File: src/rtl/video_timing_pkg.sv
// Shared raster constants and window/offset helpers for the video timing generator.
package video_timing_pkg;

    // Default DK-class 384x264 raster
    localparam int unsigned DEF_CLK_DIV    = 4;
    localparam int unsigned DEF_HCNT_W     = 9;
    localparam int unsigned DEF_H_TOTAL    = 384;
    localparam int unsigned DEF_H_BL_START = 256;
    localparam int unsigned DEF_H_BL_END   = 0;
    localparam int unsigned DEF_H_SY_START = 288;
    localparam int unsigned DEF_H_SY_END   = 320;
    localparam int unsigned DEF_V_INC_H    = 288;
    localparam int unsigned DEF_VCNT_W     = 9;
    localparam int unsigned DEF_V_FIRST    = 504;
    localparam int unsigned DEF_V_LAST     = 255;
    localparam int unsigned DEF_V_BL_START = 240;
    localparam int unsigned DEF_V_BL_END   = 16;
    localparam int unsigned DEF_V_SY_START = 504;
    localparam int unsigned DEF_V_SY_END   = 508;
    localparam int unsigned DEF_OFS_W      = 5;

    // x in [s,e), wrapping when s > e; s == e is an empty window
    function automatic logic in_window(input int unsigned x, input int unsigned s,
                                       input int unsigned e);
        if (s <= e) begin
            return (x >= s) && (x < e);
        end
        return (x >= s) || (x < e);
    endfunction

    // (a + ofs) reduced into 0..total-1 for any signed offset
    function automatic int unsigned mod_add(input int unsigned a, input int ofs,
                                            input int unsigned total);
        int r;
        r = (int'(a % total) + ofs) % int'(total);
        if (r < 0) begin
            r = r + int'(total);
        end
        return unsigned'(r);
    endfunction

    // Ordinal position of x in a ring that starts at first, modulo span
    function automatic int unsigned ring_idx(input int unsigned x, input int unsigned first,
                                             input int unsigned span);
        return (x + span - first) % span;
    endfunction

endpackage

File: src/rtl/video_timing_axis.sv
// One raster axis: wrap counter FIRST..LAST plus registered blank/sync windows
// evaluated on the ring index of the value the counter is about to take.
module video_timing_axis
    import video_timing_pkg::*;
#(
    parameter int unsigned W        = 9,
    parameter int unsigned FIRST    = 0,
    parameter int unsigned LAST     = 383,
    parameter int unsigned BL_START = 256,
    parameter int unsigned BL_END   = 0,
    parameter int unsigned SY_START = 288,
    parameter int unsigned SY_END   = 320,
    parameter int unsigned OFS_W    = 5
) (
    input  logic                    clk_i,
    input  logic                    rst_n_i,
    input  logic                    step_i,
    input  logic                    upd_i,
    input  logic signed [OFS_W-1:0] ofs_i,
    output logic [W-1:0]            cnt_o,
    output logic [W-1:0]            cnt_nxt_c_o,
    output logic                    blank_n_o,
    output logic                    blank_n_nxt_c_o,
    output logic                    sync_n_o
);

    localparam int unsigned SPAN = 32'd1 << W;
    localparam int unsigned LEN  = ring_idx(LAST, FIRST, SPAN) + 1;
    localparam int unsigned BL_S = ring_idx(BL_START, FIRST, SPAN);
    localparam int unsigned BL_E = ring_idx(BL_END, FIRST, SPAN);
    localparam int unsigned SY_S = ring_idx(SY_START, FIRST, SPAN) % LEN;
    localparam int unsigned SY_E = ring_idx(SY_END, FIRST, SPAN) % LEN;

    logic [W-1:0] cnt_q, cnt_d, idx_c;
    logic         blank_n_q, sync_n_q, sync_n_d;
    int unsigned  sy_s_c, sy_e_c;

    assign cnt_d = !step_i                 ? cnt_q :
                   (cnt_q == W'(LAST))     ? W'(FIRST) :
                                             cnt_q + W'(1);
    assign idx_c = cnt_d - W'(FIRST);

    assign blank_n_nxt_c_o = !in_window(32'(idx_c), BL_S, BL_E);

    // Sync window bounds follow the offset around the ring
    always_comb begin
        sy_s_c   = mod_add(SY_S, int'(ofs_i), LEN);
        sy_e_c   = mod_add(SY_E, int'(ofs_i), LEN);
        sync_n_d = !in_window(32'(idx_c), sy_s_c, sy_e_c);
    end

    always_ff @(posedge clk_i or negedge rst_n_i) begin
        if (!rst_n_i) begin
            cnt_q     <= W'(FIRST);
            blank_n_q <= 1'b0;
            sync_n_q  <= 1'b1;
        end else begin
            cnt_q <= cnt_d;
            if (upd_i) begin
                blank_n_q <= blank_n_nxt_c_o;
                sync_n_q  <= sync_n_d;
            end
        end
    end

    assign cnt_nxt_c_o = cnt_d;
    assign cnt_o       = cnt_q;
    assign blank_n_o   = blank_n_q;
    assign sync_n_o    = sync_n_q;

endmodule

File: src/rtl/video_timing_gen.sv
// Raster timing generator: pixel clock-enable, H/V axes, frame-shadowed sync
// offsets, flipped counts and line/frame strobes.
module video_timing_gen
    import video_timing_pkg::*;
#(
    parameter int unsigned CLK_DIV    = DEF_CLK_DIV,
    parameter int unsigned HCNT_W     = DEF_HCNT_W,
    parameter int unsigned H_TOTAL    = DEF_H_TOTAL,
    parameter int unsigned H_BL_START = DEF_H_BL_START,
    parameter int unsigned H_BL_END   = DEF_H_BL_END,
    parameter int unsigned H_SY_START = DEF_H_SY_START,
    parameter int unsigned H_SY_END   = DEF_H_SY_END,
    parameter int unsigned V_INC_H    = DEF_V_INC_H,
    parameter int unsigned VCNT_W     = DEF_VCNT_W,
    parameter int unsigned V_FIRST    = DEF_V_FIRST,
    parameter int unsigned V_LAST     = DEF_V_LAST,
    parameter int unsigned V_BL_START = DEF_V_BL_START,
    parameter int unsigned V_BL_END   = DEF_V_BL_END,
    parameter int unsigned V_SY_START = DEF_V_SY_START,
    parameter int unsigned V_SY_END   = DEF_V_SY_END,
    parameter int unsigned OFS_W      = DEF_OFS_W
) (
    input  logic                    I_CLK,
    input  logic                    I_RST_n,
    input  logic                    I_HFLIP,
    input  logic                    I_VFLIP,
    input  logic signed [OFS_W-1:0] I_H_OFFSET,
    input  logic signed [OFS_W-1:0] I_V_OFFSET,
    output logic                    O_CE,
    output logic [HCNT_W-1:0]       O_H_CNT,
    output logic [VCNT_W-1:0]       O_V_CNT,
    output logic [HCNT_W-1:0]       O_HF_CNT,
    output logic [VCNT_W-1:0]       O_VF_CNT,
    output logic                    O_H_BLANKn,
    output logic                    O_V_BLANKn,
    output logic                    O_C_BLANKn,
    output logic                    O_H_SYNCn,
    output logic                    O_V_SYNCn,
    output logic                    O_LINE_START,
    output logic                    O_FRAME_START
);

    localparam int unsigned DIV_W = (CLK_DIV > 2) ? $clog2(CLK_DIV) : 1;

    logic [DIV_W-1:0]        div_q, div_d;
    logic                    adv_c, v_step_c;
    logic                    ce_q, line_q, line_d, frame_q, frame_c;
    logic                    c_blank_n_q, c_blank_n_d;
    logic signed [OFS_W-1:0] hofs_q, hofs_d, vofs_q, vofs_d;
    logic [HCNT_W-1:0]       h_cnt, h_nxt;
    logic [VCNT_W-1:0]       v_cnt, v_nxt;
    logic                    h_bl_nxt, v_bl_nxt;

    // Counters move on the edge that raises O_CE, so every output lines up with it
    assign adv_c    = (div_q == DIV_W'(CLK_DIV - 2));
    assign v_step_c = adv_c && (h_cnt == HCNT_W'(V_INC_H));

    always_comb begin
        div_d       = (div_q == DIV_W'(CLK_DIV - 1)) ? '0 : div_q + DIV_W'(1);
        line_d      = adv_c && (h_nxt == '0);
        frame_c     = line_d && (v_nxt == VCNT_W'(V_FIRST));
        hofs_d      = frame_c ? I_H_OFFSET : hofs_q;
        vofs_d      = frame_c ? I_V_OFFSET : vofs_q;
        c_blank_n_d = adv_c ? (h_bl_nxt && v_bl_nxt) : c_blank_n_q;
    end

    always_ff @(posedge I_CLK or negedge I_RST_n) begin
        if (!I_RST_n) begin
            div_q       <= '0;
            ce_q        <= 1'b0;
            line_q      <= 1'b0;
            frame_q     <= 1'b0;
            c_blank_n_q <= 1'b0;
            hofs_q      <= '0;
            vofs_q      <= '0;
        end else begin
            div_q       <= div_d;
            ce_q        <= adv_c;
            line_q      <= line_d;
            frame_q     <= frame_c;
            c_blank_n_q <= c_blank_n_d;
            hofs_q      <= hofs_d;
            vofs_q      <= vofs_d;
        end
    end

    // Axes see the freshly latched offset on the frame-start edge itself
    video_timing_axis #(
        .W(HCNT_W), .FIRST(0), .LAST(H_TOTAL - 1),
        .BL_START(H_BL_START), .BL_END(H_BL_END),
        .SY_START(H_SY_START), .SY_END(H_SY_END), .OFS_W(OFS_W)
    ) u_h_axis (
        .clk_i(I_CLK), .rst_n_i(I_RST_n), .step_i(adv_c), .upd_i(adv_c),
        .ofs_i(hofs_d), .cnt_o(h_cnt), .cnt_nxt_c_o(h_nxt),
        .blank_n_o(O_H_BLANKn), .blank_n_nxt_c_o(h_bl_nxt), .sync_n_o(O_H_SYNCn)
    );

    video_timing_axis #(
        .W(VCNT_W), .FIRST(V_FIRST), .LAST(V_LAST),
        .BL_START(V_BL_START), .BL_END(V_BL_END),
        .SY_START(V_SY_START), .SY_END(V_SY_END), .OFS_W(OFS_W)
    ) u_v_axis (
        .clk_i(I_CLK), .rst_n_i(I_RST_n), .step_i(v_step_c), .upd_i(adv_c),
        .ofs_i(vofs_d), .cnt_o(v_cnt), .cnt_nxt_c_o(v_nxt),
        .blank_n_o(O_V_BLANKn), .blank_n_nxt_c_o(v_bl_nxt), .sync_n_o(O_V_SYNCn)
    );

    assign O_CE          = ce_q;
    assign O_H_CNT       = h_cnt;
    assign O_V_CNT       = v_cnt;
    assign O_HF_CNT      = h_cnt ^ {HCNT_W{I_HFLIP}};
    assign O_VF_CNT      = v_cnt ^ {VCNT_W{I_VFLIP}};
    assign O_C_BLANKn    = c_blank_n_q;
    assign O_LINE_START  = line_q;
    assign O_FRAME_START = frame_q;

endmodule

File: config.mk
export PLATFORM = sky130hd
export DESIGN_NAME = video_timing_gen
export DESIGN_NICKNAME = d
export VERILOG_FILES = /design/src/rtl/video_timing_pkg.sv /design/src/rtl/video_timing_axis.sv /design/src/rtl/video_timing_gen.sv
export SDC_FILE = /design/constraint.sdc
export NUM_CORES = 1
export LEC_CHECK = 0
export CORE_AREA = 2 2 100 102
export CTS_CLUSTER_SIZE = 20
export DETAILED_ROUTE_END_ITERATION = 10
export DIE_AREA = 0 0 102 104
export GPL_ROUTABILITY_DRIVEN = 0
export PLACE_DENSITY_LB_ADDON = 0.3
export SLEW_MARGIN = 10
export SYNTH_ARGS = -nofsm -noshare
export SYNTH_HDL_FRONTEND = slang
export SYNTH_SLANG_ARGS = --single-unit
File: constraint.sdc
create_clock -name I_CLK -period 7.5 [get_ports I_CLK]
set_clock_uncertainty 0.2 [all_clocks]
set_input_delay 0.75 -clock I_CLK [delete_from_list [all_inputs] [get_ports I_CLK]]
set_output_delay 0.75 -clock I_CLK [all_outputs]
set_load 0.05 [all_outputs]
==> metrics.csv, run 1 <==
stage;metric;value;unit
setup_path;crit end category;flop;
sta;endpoints failing setup;0;
final_layout;fraction of layout cells with a size suffix above 1;18.4;%
sta;fmax;138;MHz
cts;clk root buf;clkbuf_8;
min_path;Hold Path Depth;1;
synthesis;post-synthesis mux area share;5.66;%
placement;DP Area;5740;um2
final_layout;Layout Nets;738;
final_layout;# fillers;823;
setup_path;slowest CP cell;or4b_4;
power_and_ir_drop;Leak;2.70;nW
synthesis;sequential area share after synthesis;20.0;%
outcome;status;finished clean;
sta;setup slack after layout;0.271;ns
synthesis;Post-synth EDFFs;0;
detailed_routing;DRC errors left;0;
min_path;Hold Path End;div_q[0]$_DFF_PN0_;
sta;Tcrit/Tclk final;96.4;%
global_routing;largest net degree at the start of global routing;39;
final_layout;Finished Layout Cells;789;
detailed_routing;First-pass DRT Iterations;5;
setup_path;Startpoint Class;flop;
placement;DP Worst Slack;-0.209;ns
global_routing;first-pass GRT wire length;19.8;mm
synthesis;Synth Area in Simple Gates;20.6;%
synthesis;Post-Synthesis Cells;560;
detailed_routing;via count;4468;
final_layout;cell area after layout;6060;um2
final_layout;# diodes;0;
power_and_ir_drop;Pwr Density;81.8;nW/um2
final_layout;P&R area growth vs syn;26.3;%
setup_path;Critical path buffers and inverters;2;
placement;Detailed Place HPWL;9.46;mm
cts;Worst-path clk slew;0.07;ns
setup_path;CP delay by family, top;compound AO/OA/AOI/OAI gates;
min_path;HP Class;flop to flop;
setup_path;worst endpoint data arrival time;7.26;ns
power_and_ir_drop;total chip power;0.000496;W
floorplan;# IOs;58;
detailed_routing;Via-to-Cell Ratio;5.66;
synthesis;syn_area_per_cell;8.57;um2
cts;CTS H-tree lvls;2;
global_routing;total grt overflow;0;
floorplan;Die Ht;104;um
setup_path;R2R Path End;u_v_axis.sync_n_o$_DFFE_PN1N_;
detailed_routing;wirelength, routed;12.3;mm
synthesis;YS warnings;0;
global_routing;total track usage;22.5;%
cts;CTS max path bufs;2;
setup_path;Worst Setup Path Type;flop to flop;
cts;clk sinks;38;
setup_path;Largest stage delay, worst path;0.66;ns
global_routing;initial antenna violation count;0;
sta;Fin. Hold Viols;0;
synthesis;main combinational cell family by area after synthesis;compound AO/OA/AOI/OAI gates;
synthesis;asr flop ratio synth;100;%
floorplan;Starting Density;50.2;%
setup_path;worst-path fanout max;8;
sta;Max Slew Vio Count;0;
synthesis;post-synth design cell area;4800;um2
setup_path;Crit path top cell by count;a21o_1;
final_layout;post-layout util;63.4;%
synthesis;Seq cells post-synth;38;
cts;clk_lat worst skew;0.29;ns
power_and_ir_drop;worst vdd ir;0.0922;mV
cts;CTS tree;done;
placement;Placed Cells incl. Taps;771;
detailed_routing;initial drt markers;285;
placement;PortBufs;57;
floorplan;num rows;36;
setup_path;Worst R2R Start;u_v_axis.cnt_o[3]$_DFF_PN1_;
min_path;min-delay src;div_q[0]$_DFF_PN0_;
floorplan;Die W;102;um
synthesis;xor/xnor share of the synthesized area;7.46;%
detailed_routing;DR WL/cell;15.6;um
sta;slew margin rel.;41.4;%
synthesis;ys flop type;dfrtp_1;
synthesis;Cell variety after synth;77;
synthesis;post-synthesis adder-cell area fraction;18.0;%
sta;actual slew at the worst max-slew pin;0.879;ns
setup_path;R2R Setup Slk;0.27;ns
floorplan;Core Footprint;9550;um2
cts;TritonCTS buffer count;5;
setup_path;WP data required;7.53;ns
synthesis;complex-gate fraction of the synthesized area;22.3;%
floorplan;die area;10600;um2
global_routing;vias in the first global route;4153;
setup_path;R2R depth;33;
sta;min Tclk post-route;7.23;ns
run;Max Cap Violations;0;
detailed_routing;Routed Antenna Nets;0;
==> flip-flops by register name (all words and copies together) (netlist names) <==
signal              flops
O_LINE_START            1
vofs_q                  5
u_h_axis.blank_n_o      1
u_h_axis.sync_n_o       1
u_v_axis.blank_n_o      1
O_CE                    1
O_FRAME_START           1
div_q                   2
u_v_axis.cnt_o          9
u_h_axis.cnt_o          9
u_v_axis.sync_n_o       1
O_C_BLANKn              1
hofs_q                  5
==> through the flow <==
stage                     TNS (ns)  hold slack [ns]
after floorplan                  0            0.222
after global placement           0            0.253
after detailed placement    -0.209            0.246
after CTS                        0            0.265
after global routing       -0.0244            0.311
final                            0            0.266
==> kinds of logic after synthesis <==
group	Yosys count
simple gates	176
mux	23
compound gates	148
xor+xnor	40
buf+inv	65
fa+ha+maj	69
other cells	1
flops	38
==> placed cells by master (no fill, tap or decap), types with 11 or more instances in the layout <==
| cell | Yosys | final |
|---|---|---|
| nor3_1 | 12 | 12 |
| xnor2_1 | 12 | 11 |
| a21oi_1 | 19 | 18 |
| o211ai_1 | 14 | 14 |
| nor2_1 | 26 | 26 |
| conb_1 | 1 | 23 |
| nand2b_1 | 14 | 14 |
| inv_1 | 35 | 33 |
| nand4_1 | 12 | 12 |
| a21o_1 | 18 | 18 |
| dfrtp_1 | 30 | 25 |
| mux2i_1 | 12 | 12 |
| nand2_1 | 36 | 35 |
| xor2_1 | 27 | 27 |
| buf_4 | 2 | 37 |
| nor2b_1 | 16 | 13 |
| clkdlybuf4s50_1 | 0 | 56 |
| o21ai_0 | 22 | 19 |
| ha_1 | 69 | 63 |
==> worst reg2reg max path, delay by kind of cell (launching register included) <==
kind | cells | cell delay (ns)
xor gates and xnor gates | 1 | 0.18
adders and majority gates | 3 | 0.55
DFF | 1 | 0.58
and+or+nand+nor | 9 | 2.32
buffers and inverters | 2 | 0.20
muxes | 2 | 0.55
AOI/OAI and AO/OA | 16 | 2.57
==> area by class of cell <==
class                           count  area, um2  area share, %
Clock inverter                      2       12.5          0.207
Tap cell                          133        166           2.75
Clock buffer                        6       82.6           1.36
Sequential cell                    38        967           16.0
Inverter                           35        131           2.17
Multi-Input combinational cell    479       3830           63.3
Timing Repair Buffer               96        866           14.3
==> timing repair <==
action                     CTS  global route
hold endpoints to repair     0             0
hold buffers                 0             0
setup buffers                0            10
resized for setup            3            35
setup endpoints to repair    1             1
pin swaps                    2            12
==> worst max path at each step <==
stage | slack [ns] | end | start | depth (start not counted)
after detailed placement | -0.21 | u_v_axis.sync_n_o$_DFFE_PN1N_ | u_v_axis.cnt_o[3]$_DFF_PN1_ | 36
after global routing | -0.02 | u_v_axis.sync_n_o$_DFFE_PN1N_ | u_v_axis.cnt_o[3]$_DFF_PN1_ | 34
after global placement | 0.08 | u_v_axis.sync_n_o$_DFFE_PN1N_ | u_v_axis.cnt_o[3]$_DFF_PN1_ | 36
after CTS | 0.0009 | u_v_axis.sync_n_o$_DFFE_PN1N_ | u_v_axis.cnt_o[3]$_DFF_PN1_ | 37
final | 0.27 | u_v_axis.sync_n_o$_DFFE_PN1N_ | u_v_axis.cnt_o[3]$_DFF_PN1_ | 33
after floorplan | 0.01 | u_v_axis.sync_n_o$_DFFE_PN1N_ | u_v_axis.cnt_o[4]$_DFF_PN1_ | 36
==> report_power, final <==
group	leakage, nW	internal [W]	switching (W)
Sequential	0.442	0.000208	0.00000253
Combinational	2.21	0.0000565	0.0000832
Clock	0.0472	0.0000739	0.0000712
Total	2.70	0.000339	0.000157
==> layer usage <==
layer / part of all wire, % / up-vias / track usage (%) / wire, um
met1: 48 / 2124 / 33.4 / 5880
met5: 0 / - / 0 / 0
met3: 4.1 / 13 / 3.02 / 507
met4: 0.71 / 0 / 3.43 / 87
met2: 47 / 110 / 35.5 / 5830
li1: - / 2221 / - / -
==> cell usage after synthesis (all sizes together), types with 6 or more instances <==
cell type	instances	area, um2
ha	69	863
nand2	37	141
inv	35	131
dfrtp	30	751
xor2	28	253
nor2	26	97.6
o21ai	22	110
a21oi	21	113
a21o	18	135
clkbuf	16	60.1
mux2i	16	193
nor2b	16	100
nand2b	15	101
buf	14	92.6
o211ai	14	105
nor3	13	76.3
nand4	12	75.1
xnor2	12	105
a211oi	10	75.1
nand3	10	50.1
and2	9	58.8
or3	9	61.3
a31oi	8	65.1
dfstp	8	210
o31ai	8	60.1
mux2	7	78.8
o21a	7	52.6
and3	6	37.5
No activity file was read; power rests on OpenSTA's default activity.
==> run 2, diff against run 1 <==
--- a/config.mk
+++ b/config.mk
@@ -6,7 +6,7 @@
 export NUM_CORES = 1
 export LEC_CHECK = 0
 export CORE_AREA = 2 2 100 102
-export CTS_CLUSTER_SIZE = 20
+export CTS_CLUSTER_SIZE = 14
 export DETAILED_ROUTE_END_ITERATION = 10
 export DIE_AREA = 0 0 102 104
 export GPL_ROUTABILITY_DRIVEN = 0
==> results of run 2 <==
The final DEF is identical to that of run 1; final timing and power are the same.
